<file path="src/rtl/gon_tag_sequencer_pkg.sv">
// Shared GON definitions: sequencer FSM state encoding and default tag widths.
package gon_tag_sequencer_pkg;

  // Default field widths for the GON tag path
  localparam int unsigned GON_ROW_TAG_WIDTH = 4;
  localparam int unsigned GON_COL_TAG_WIDTH = 4;
  localparam int unsigned GON_PASS_WIDTH    = 16;
  localparam int unsigned GON_CNT_WIDTH     = 24;

  localparam int unsigned GON_STATE_WIDTH   = 2;

  // Tag sequencer control states
  typedef enum logic [GON_STATE_WIDTH-1:0] {
    ST_IDLE = 2'd0,
    ST_RUN  = 2'd1,
    ST_DONE = 2'd2
  } gon_state_e;

endpackage : gon_tag_sequencer_pkg

</file>
<file path="src/rtl/gon_tag_sequencer.sv">
// GON tag sequencer: walks a rows x cols raster for a number of passes and
// streams (row, col) tags into the GON tags FIFO at up to one tag per cycle.
module gon_tag_sequencer
  import gon_tag_sequencer_pkg::*;
#(
  parameter int unsigned ROW_TAG_WIDTH = GON_ROW_TAG_WIDTH,
  parameter int unsigned COL_TAG_WIDTH = GON_COL_TAG_WIDTH,
  parameter int unsigned PASS_WIDTH    = GON_PASS_WIDTH,
  parameter int unsigned CNT_WIDTH     = GON_CNT_WIDTH
) (
  input  logic                     clk,
  input  logic                     reset,
  input  logic                     start,
  input  logic                     abort,
  input  logic [ROW_TAG_WIDTH-1:0] cfg_rows,
  input  logic [COL_TAG_WIDTH-1:0] cfg_cols,
  input  logic [ROW_TAG_WIDTH-1:0] cfg_row_base,
  input  logic [COL_TAG_WIDTH-1:0] cfg_col_base,
  input  logic [PASS_WIDTH-1:0]    cfg_passes,
  output logic [ROW_TAG_WIDTH-1:0] row_tag,
  output logic [COL_TAG_WIDTH-1:0] col_tag,
  output logic                     tags_wr_en,
  input  logic                     tags_full,
  output logic                     busy,
  output logic                     done,
  output logic [CNT_WIDTH-1:0]     tag_count
);

  gon_state_e state_q;

  // Latched job configuration
  logic [ROW_TAG_WIDTH-1:0] rows_q;
  logic [COL_TAG_WIDTH-1:0] cols_q;
  logic [ROW_TAG_WIDTH-1:0] row_base_q;
  logic [COL_TAG_WIDTH-1:0] col_base_q;
  logic [PASS_WIDTH-1:0]    passes_q;

  // Raster position within the job
  logic [ROW_TAG_WIDTH-1:0] row_cnt;
  logic [COL_TAG_WIDTH-1:0] col_cnt;
  logic [PASS_WIDTH-1:0]    pass_cnt;

  logic cfg_empty;
  logic col_last;
  logic row_last;
  logic pass_last;
  logic job_last;

  // A zero in any dimension means the job has no tags at all
  assign cfg_empty = (cfg_rows == '0) | (cfg_cols == '0) | (cfg_passes == '0);

  // Raster wrap points; only meaningful in RUN where all dimensions are nonzero
  assign col_last  = (col_cnt  == (cols_q   - COL_TAG_WIDTH'(1)));
  assign row_last  = (row_cnt  == (rows_q   - ROW_TAG_WIDTH'(1)));
  assign pass_last = (pass_cnt == (passes_q - PASS_WIDTH'(1)));
  assign job_last  = col_last & row_last & pass_last;

  // FIFO write strobe must react to full/abort in the same cycle
  assign tags_wr_en = (state_q == ST_RUN) & ~tags_full & ~abort;

  // Counters sit at zero outside RUN, so the tags show the latched bases there
  assign row_tag = row_base_q + row_cnt;
  assign col_tag = col_base_q + col_cnt;

  // Control FSM, configuration latch, raster counters and tag counter
  always_ff @(posedge clk or negedge reset) begin
    if (!reset) begin
      state_q    <= ST_IDLE;
      rows_q     <= '0;
      cols_q     <= '0;
      row_base_q <= '0;
      col_base_q <= '0;
      passes_q   <= '0;
      row_cnt    <= '0;
      col_cnt    <= '0;
      pass_cnt   <= '0;
      tag_count  <= '0;
      busy       <= 1'b0;
      done       <= 1'b0;
    end else begin
      case (state_q)
        ST_IDLE: begin
          done <= 1'b0;
          if (start) begin
            rows_q     <= cfg_rows;
            cols_q     <= cfg_cols;
            row_base_q <= cfg_row_base;
            col_base_q <= cfg_col_base;
            passes_q   <= cfg_passes;
            row_cnt    <= '0;
            col_cnt    <= '0;
            pass_cnt   <= '0;
            tag_count  <= '0;
            if (cfg_empty) begin
              state_q <= ST_DONE;
              busy    <= 1'b0;
              done    <= 1'b1;
            end else begin
              state_q <= ST_RUN;
              busy    <= 1'b1;
            end
          end
        end

        ST_RUN: begin
          if (abort) begin
            // Cancelled job: drop position, keep the tag count for software
            state_q  <= ST_IDLE;
            busy     <= 1'b0;
            done     <= 1'b0;
            row_cnt  <= '0;
            col_cnt  <= '0;
            pass_cnt <= '0;
          end else if (tags_wr_en) begin
            tag_count <= tag_count + CNT_WIDTH'(1);
            if (col_last) begin
              col_cnt <= '0;
              if (row_last) begin
                row_cnt <= '0;
                if (pass_last) begin
                  pass_cnt <= '0;
                  state_q  <= ST_DONE;
                  busy     <= 1'b0;
                  done     <= 1'b1;
                end else begin
                  pass_cnt <= pass_cnt + PASS_WIDTH'(1);
                end
              end else begin
                row_cnt <= row_cnt + ROW_TAG_WIDTH'(1);
              end
            end else begin
              col_cnt <= col_cnt + COL_TAG_WIDTH'(1);
            end
          end
        end

        ST_DONE: begin
          state_q <= ST_IDLE;
          busy    <= 1'b0;
          done    <= 1'b0;
        end

        default: begin
          state_q <= ST_IDLE;
          busy    <= 1'b0;
          done    <= 1'b0;
        end
      endcase
    end
  end

endmodule : gon_tag_sequencer

</file>
<file path="config.mk">
export PLATFORM = sky130hd
export DESIGN_NAME = gon_tag_sequencer
export DESIGN_NICKNAME = d
export VERILOG_FILES = /design/src/rtl/gon_tag_sequencer_pkg.sv /design/src/rtl/gon_tag_sequencer.sv
export SDC_FILE = /design/constraint.sdc
export NUM_CORES = 1
export LEC_CHECK = 0
export BUFFER_PORTS_ARGS = -buffer_cell sky130_fd_sc_hd__buf_2
export CAP_MARGIN = 10
export CELL_PAD_IN_SITES_DETAIL_PLACEMENT = 0
export CELL_PAD_IN_SITES_GLOBAL_PLACEMENT = 2
export CORE_ASPECT_RATIO = 2
export CORE_MARGIN = 2
export CORE_UTILIZATION = 37
export CTS_BUF_LIST = sky130_fd_sc_hd__clkbuf_8
export CTS_CLUSTER_DIAMETER = 200
export CTS_CLUSTER_SIZE = 25
export DETAILED_ROUTE_END_ITERATION = 7
export GPL_TIMING_DRIVEN = 1
export PLACE_DENSITY_LB_ADDON = 0.1
export SLEW_MARGIN = 10
export SYNTH_ARGS = -nofsm -noshare
export SYNTH_HDL_FRONTEND = slang
export SYNTH_SLANG_ARGS = --single-unit
</file>
<file path="constraint.sdc">
create_clock -name clk -period 3.75 [get_ports clk]
set_clock_uncertainty 0.05 [all_clocks]
set_input_delay 0.75 -clock clk [delete_from_list [all_inputs] [get_ports clk]]
set_output_delay 0.75 -clock clk [all_outputs]
set_load 0.02 [all_outputs]
</file>
### Word level (Yosys, flattened, before mapping)

Index checks and enable logic that the tools add are counted.

| storage, ports and cells | value |
|---|---|
| register bits after elaboration | 84 |
| input bits | 37 |
| output and inout bits | 35 |
| logic and storage cells | 95 |

| cells by class | value |
|---|---|
| add/sub/neg operators | 9 |
| equality and inequality tests | 11 |
| multiplexer cells | 45 |
| bitwise logic cells | 6 |
| reduce and logical (&&, ||, !) cells | 12 |

Operators with widths:

| operator | count |
|---|---|
| two-way mux 16 bit | 6 |
| two-way mux 24 bit | 3 |
| one-hot mux 24 bit (2 select lines) | 1 |
| two-way mux 4 bit | 8 |
| one-hot mux 16 bit (2 select lines) | 1 |
| adder 24 x 1 -> 24 bit (second input constant) | 1 |
| adder 16 x 1 -> 16 bit (second input constant) | 1 |
| == test 16 bit | 1 |
| zero test 16 bit | 1 |
| one-hot mux 4 bit (2 select lines) | 2 |
| subtractor 16 x 1 -> 16 bit (second input constant) | 1 |
| two-way mux 1 bit | 14 |
| two-way mux 2 bit | 7 |
| != test 3 bit (second input constant) | 4 |
| AND reduction 4 bit | 3 |
| AND reduction 5 bit | 2 |
| adder 4 x 1 -> 4 bit (second input constant) | 2 |
| adder 4 bit | 2 |
| == test 4 bit | 2 |
| zero test 4 bit | 2 |
| subtractor 4 x 1 -> 4 bit (second input constant) | 2 |
| != test 2 bit (second input constant) | 3 |
| one-hot mux 1 bit (2 select lines) | 2 |
| one-hot mux 2 bit (2 select lines) | 1 |
| other kinds (8) | 11 |

### Logic depth before layout (Yosys ltp)

| logic depth | value |
|---|---|
| depth after elaboration | 8 |
| gate-level depth with buffers | 12 |
| mapped depth without buffers | 10 |

### Least setup slack after synthesis

No wires, ideal clock.

| path | value |
|---|---|
| path type | reg-to-reg |
| start | register passes_q[0] |
| end | register pass_cnt[0] |
| library setup time | 125 ps |
| arrival | 2774 ps |
| required time | 3575 ps |
| path slack | 801 ps |
| stages on the path, launching flop included | 13 |
| path buffers | 2 |
| clock period less this slack | 2949 ps |
| cell sequence | dfrtp_1 -> inv_1 -> ha_1 -> buf_4 -> or4b_4 -> or4_4 -> nor4b_2 -> a21oi_1 -> a2111oi_1 -> and3_1 -> buf_6 -> nor3_4 -> mux2_2 |

| between the ends | value |
|---|---|
| longest elaborated chain between the ends | 8 |

Ends and longest elaborated chain:

| what | line | source |
|---|---|---|
| start, declared | gon_tag_sequencer.sv:36 | `logic [PASS_WIDTH-1:0] passes_q;` |
| start signal, assigned | gon_tag_sequencer.sv:89 | `passes_q <= cfg_passes;` |
| subtractor 16 x 1 -> 16 bit | gon_tag_sequencer.sv:55 | `assign pass_last = (pass_cnt == (passes_q - PASS_WIDTH'(1)));` |
| == test 16 bit | gon_tag_sequencer.sv:55 |  |
| two-way mux 16 bit | gon_tag_sequencer.sv:120 | `if (pass_last) begin` |
| two-way mux 16 bit | gon_tag_sequencer.sv:118 | `if (row_last) begin` |
| two-way mux 16 bit | gon_tag_sequencer.sv:116 | `if (col_last) begin` |
| two-way mux 16 bit | gon_tag_sequencer.sv:114 | `end else if (tags_wr_en) begin` |
| two-way mux 16 bit | gon_tag_sequencer.sv:106 | `if (abort) begin` |
| one-hot mux 16 bit (2 select lines) | gon_tag_sequencer.sv:81 | `case (state_q)` |
| end signal, assigned | gon_tag_sequencer.sv:126 | `pass_cnt <= pass_cnt + PASS_WIDTH'(1);` |
| end, declared | gon_tag_sequencer.sv:41 | `logic [PASS_WIDTH-1:0] pass_cnt;` |

No other way between the ends. The select of a mux whose other input is x is not followed.
A chain may end at the register's enable or synchronous reset.

### Worst setup path after layout

| path | value |
|---|---|
| start | register passes_q[0] |
| end | register pass_cnt[2] |

The elaborated chain is that of the path after synthesis.

==> results.txt <==
----------------------------------------------------
[Global routing]
  Overall routing resource usage ... 17.4%
  Global-route wire length before repair ... 19,200 µm
  Overall overflow remaining after global route ... 0
  Maximum number of pins on one net before global-route repair ... 57
  Vias in the first global route ... 3,587
  Initial antenna violation count ... 0

[STA]
  Final hold slack ... 0.398 ns
  Slew @ Worst Pin ... 1.05 ns
  Max Fclk ... 309 MHz
  Max transition margin ... 29.7%
  Final Hold Viols ... 0
  Final worst-path setup slack ... 0.511 ns
  Aggregate negative setup slack ... 0 ns
  Total of endpoints with negative setup slack in the final report ... 0
  Tcrit/Tclk final ... 86.4%
  Min cycle time layout ... 3.24 ns
  Setup repair after global routing missed its margin ... no
  Total count of max-transition violations in the final report ... 0

[CTS]
  Bufs on Longest Clock Path ... 2
  TritonCTS Buffers ... 9
  Worst-path clk slew ... 0.09 ns
  Library cell used as clock root buffer ... sky130_fd_sc_hd__clkbuf_8
  Count of buffers added by post-CTS timing repair for setup ... 0
  CTS tree ... yes
  Number of gates given a new drive strength after cts ... 0
  Later-pin clock latency in the skew report ... 0.35 ns
  Hold-fix buffers, CTS ... 0
  CTS H-Tree Depth ... 3
  Total clock sinks ... 83

[Critical path]
  Endpoint of the lowest-slack register-to-register path ... pass_cnt[2]$_DFFE_PN0P_
  Critical Path Slowest Stage Cell ... sky130_fd_sc_hd__and3_1
  Register-to-register path setup slack ... 0.51 ns
  Max FO, Critical Path ... 10
  Crit end category ... register
  Maximum cell stage delay along the critical path ... 0.50 ns
  Arrival time at the worst endpoint ... 3.38 ns
  Sequence of cells on the critical path ... inv_1, ha_1, or4b_4, or4_4, nor4b_2, a21oi_1, a2111oi_1, and3_1, or2b_1, a21oi_1
  Worst r2r path cells ... 10
  Reg-to-Reg Start ... passes_q[0]$_DFFE_PN0P_
  Startpoint types ... register
  Worst Path Class, Setup ... reg2reg
  Required arrival time at the worst endpoint ... 3.90 ns
  Critical Path Most Common Cell ... sky130_fd_sc_hd__a21oi_1

[Detailed routing]
  Average via count per standard cell ... 5.25
  DR vias ... 3,836
  DR DRC count ... 0
  Per-cell routed wire length ... 16.3 µm
  Number of routed nets with antenna violations ... 0
  Routed Wire Length ... 11,900 µm
  Total iterations of the first detailed-routing run ... 4
  DR iter-0 viols ... 207

[Finish]
  Fill count ... 1,307
  Area growth from synthesis to final layout ... 15.3%
  Ant. Diodes ... 0
  Final core area utilization ... 43.2%
  Final non-filler cell area ... 0.00555 mm²
  Share of layout cells above drive strength 1 ... 22.8%
  Net count, final ... 626
  Number of standard cells in the layout, taps in and fillers out ... 730

[Place]
  Worst Setup Slack post-DPL ... 0.480 ns
  Final HPWL DP ... 8800 µm
  Placed Cells incl. Taps ... 715
  Gpl congestion ... 0.772
  Number of port buffers ... 71
  Total cell area at the placement stage ... 0.00538 mm²

[Pwr]
  Internal portion of total power ... 2.10 mW
  Part of the power in registers ... 39.0%
  Fraction of power consumed by combinational cells ... 45.0%
  Switching part of the total ... 42.5%
  NetSw ... 1.55 mW
  Overall power consumption ... 3.65 mW
  Pwr per Cell Area ... 657 mW/mm²
  Peak supply drop ... 0.000355 V
  Leakage dissipation ... 2.57 nW
  Fraction of power consumed by the clock network ... 16.0%

[Logic synthesis]
  Synth Flop Type ... sky130_fd_sc_hd__dfrtp_1
  Total standard cell area after synthesis ... 0.00481 mm²
  Post-synth cell types ... 55
  Register bit count reported by yosys ... 83
  Top-count cell post-synth ... sky130_fd_sc_hd__dfrtp_1
  Post-Syn Nets ... 548
  Number of synthesized flops with an enable pin ... 0
  Mapped Avg Cell Area ... 9.70 µm²
  Largest area contributor in the synthesized netlist ... sky130_fd_sc_hd__dfrtp_1
  Ranking of synthesized cells by area ... sky130_fd_sc_hd__dfrtp_1, sky130_fd_sc_hd__xnor2_1, sky130_fd_sc_hd__mux2_2
  Async set-or-reset flop fraction in the synthesized netlist ... 100%
  Sequential cell area fraction in the yosys report ... 43.2%
  Gate count after technology mapping ... 496
  Ranking of synthesized cells by instance count ... sky130_fd_sc_hd__dfrtp_1, sky130_fd_sc_hd__nor2_1, sky130_fd_sc_hd__nand2_1
  Top-area cell type share of the netlist area ... 43.2%
  Synthesis warning total ... 0

[Die]
  Die area ... 0.0140 mm²
  Die extent in y ... 165 µm
  Die width ... 84.7 µm
  Total I/O pin count ... 72
  Number of standard-cell rows in the floorplan ... 59
  Core box area ... 0.0128 mm²
  Initial Util ... 37.5%

[Job]
  Max Cap Violations ... 0

[Hold path]
  Type of the tightest min-delay check ... in2async

[Run status]
  Outcome ... complete, no violations

----------------------------------------------------
==> power by group through the flow <==
stage                     Combinational, mW  Clock, mW  Sequential [mW]
final                                  1.64      0.584             1.42
after global routing                   1.83      0.636             1.47
after CTS                              1.66      0.609             1.43
after detailed placement               1.65          0             1.45
after global placement                 1.66          0             1.45
after floorplan                        1.22          0             1.38
==> area by class of cell <==
cell class	count	area, µm²	share of cell area [%]
Tap cell	152	190	3.43
Timing Repair Buffer	84	455	8.20
Clock inverter	5	30.0	0.541
Inverter	25	93.8	1.69
Sequential cell	83	2080	37.4
Clock buffer	10	138	2.48
Multi-Input combinational cell	371	2570	46.2
==> worst max-delay path: cells and delay by family (launching register included) <==
| kind | cells | cell delay [ns] |
|---|---|---|
| and+or+nand+nor | 5 | 1.96 |
| DFF | 1 | 0.43 |
| AOI/OAI and AO/OA | 3 | 0.40 |
| adders and majority gates | 1 | 0.15 |
| buffers and inverters | 1 | 0.09 |
==> registers in the layout, summed over array words and instances, names as in the netlist <==
name        cells
tag_count      24
pass_cnt       16
passes_q       16
col_base_q      4
col_cnt         4
cols_q          4
row_base_q      4
row_cnt         4
rows_q          4
state_q         2
done            1
==> layout by cell type, fill, tap and decap left out, types with 21 or more instances in the layout <==
cell type / Yosys / final
sky130_fd_sc_hd__dfrtp_1: 83 / 83
sky130_fd_sc_hd__a21oi_1: 21 / 21
sky130_fd_sc_hd__mux2_2: 23 / 23
sky130_fd_sc_hd__inv_1: 25 / 25
sky130_fd_sc_hd__nor2_1: 45 / 44
sky130_fd_sc_hd__o21ai_0: 26 / 26
sky130_fd_sc_hd__xnor2_1: 33 / 33
sky130_fd_sc_hd__nand2_1: 37 / 37
sky130_fd_sc_hd__buf_2: 0 / 70
sky130_fd_sc_hd__xor2_1: 28 / 28
==> how the worst max path moves through the flow <==
stage | from | slack [ns] | end | depth (start not counted)
floorplan | passes_q[0]$_DFFE_PN0P_ | 0.80 | pass_cnt[0]$_DFFE_PN0P_ | 12
global placement | abort | 0.52 | tag_count[23]$_DFFE_PN0P_ | 9
detailed placement | passes_q[0]$_DFFE_PN0P_ | 0.48 | pass_cnt[12]$_DFFE_PN0P_ | 10
CTS | passes_q[0]$_DFFE_PN0P_ | 0.46 | pass_cnt[2]$_DFFE_PN0P_ | 10
global route | passes_q[0]$_DFFE_PN0P_ | 0.27 | pass_cnt[8]$_DFFE_PN0P_ | 10
finish | passes_q[0]$_DFFE_PN0P_ | 0.51 | pass_cnt[2]$_DFFE_PN0P_ | 10
==> routing by layer <==
metal | part of all wire [%] | GRT usage [%] | up-vias
li1 | - | - | 1921
met1 | 47 | 24.2 | 1835
met2 | 48 | 28.1 | 69
met3 | 3.7 | 2.19 | 11
met4 | 1.4 | 5.56 | 0
met5 | 0 | 0 | -
==> logic make-up after synthesis <==
family	share of synthesized area, %
AND/OR/NAND/NOR	19.6
AO/OA/AOI/OAI	12.9
flip-flops	43.2
XOR/XNOR	11.1
buffers and inverters	3.67
multiplexers	5.38
adder cells (fa/ha/maj)	4.21
No activity file was read; power rests on OpenSTA's default activity.
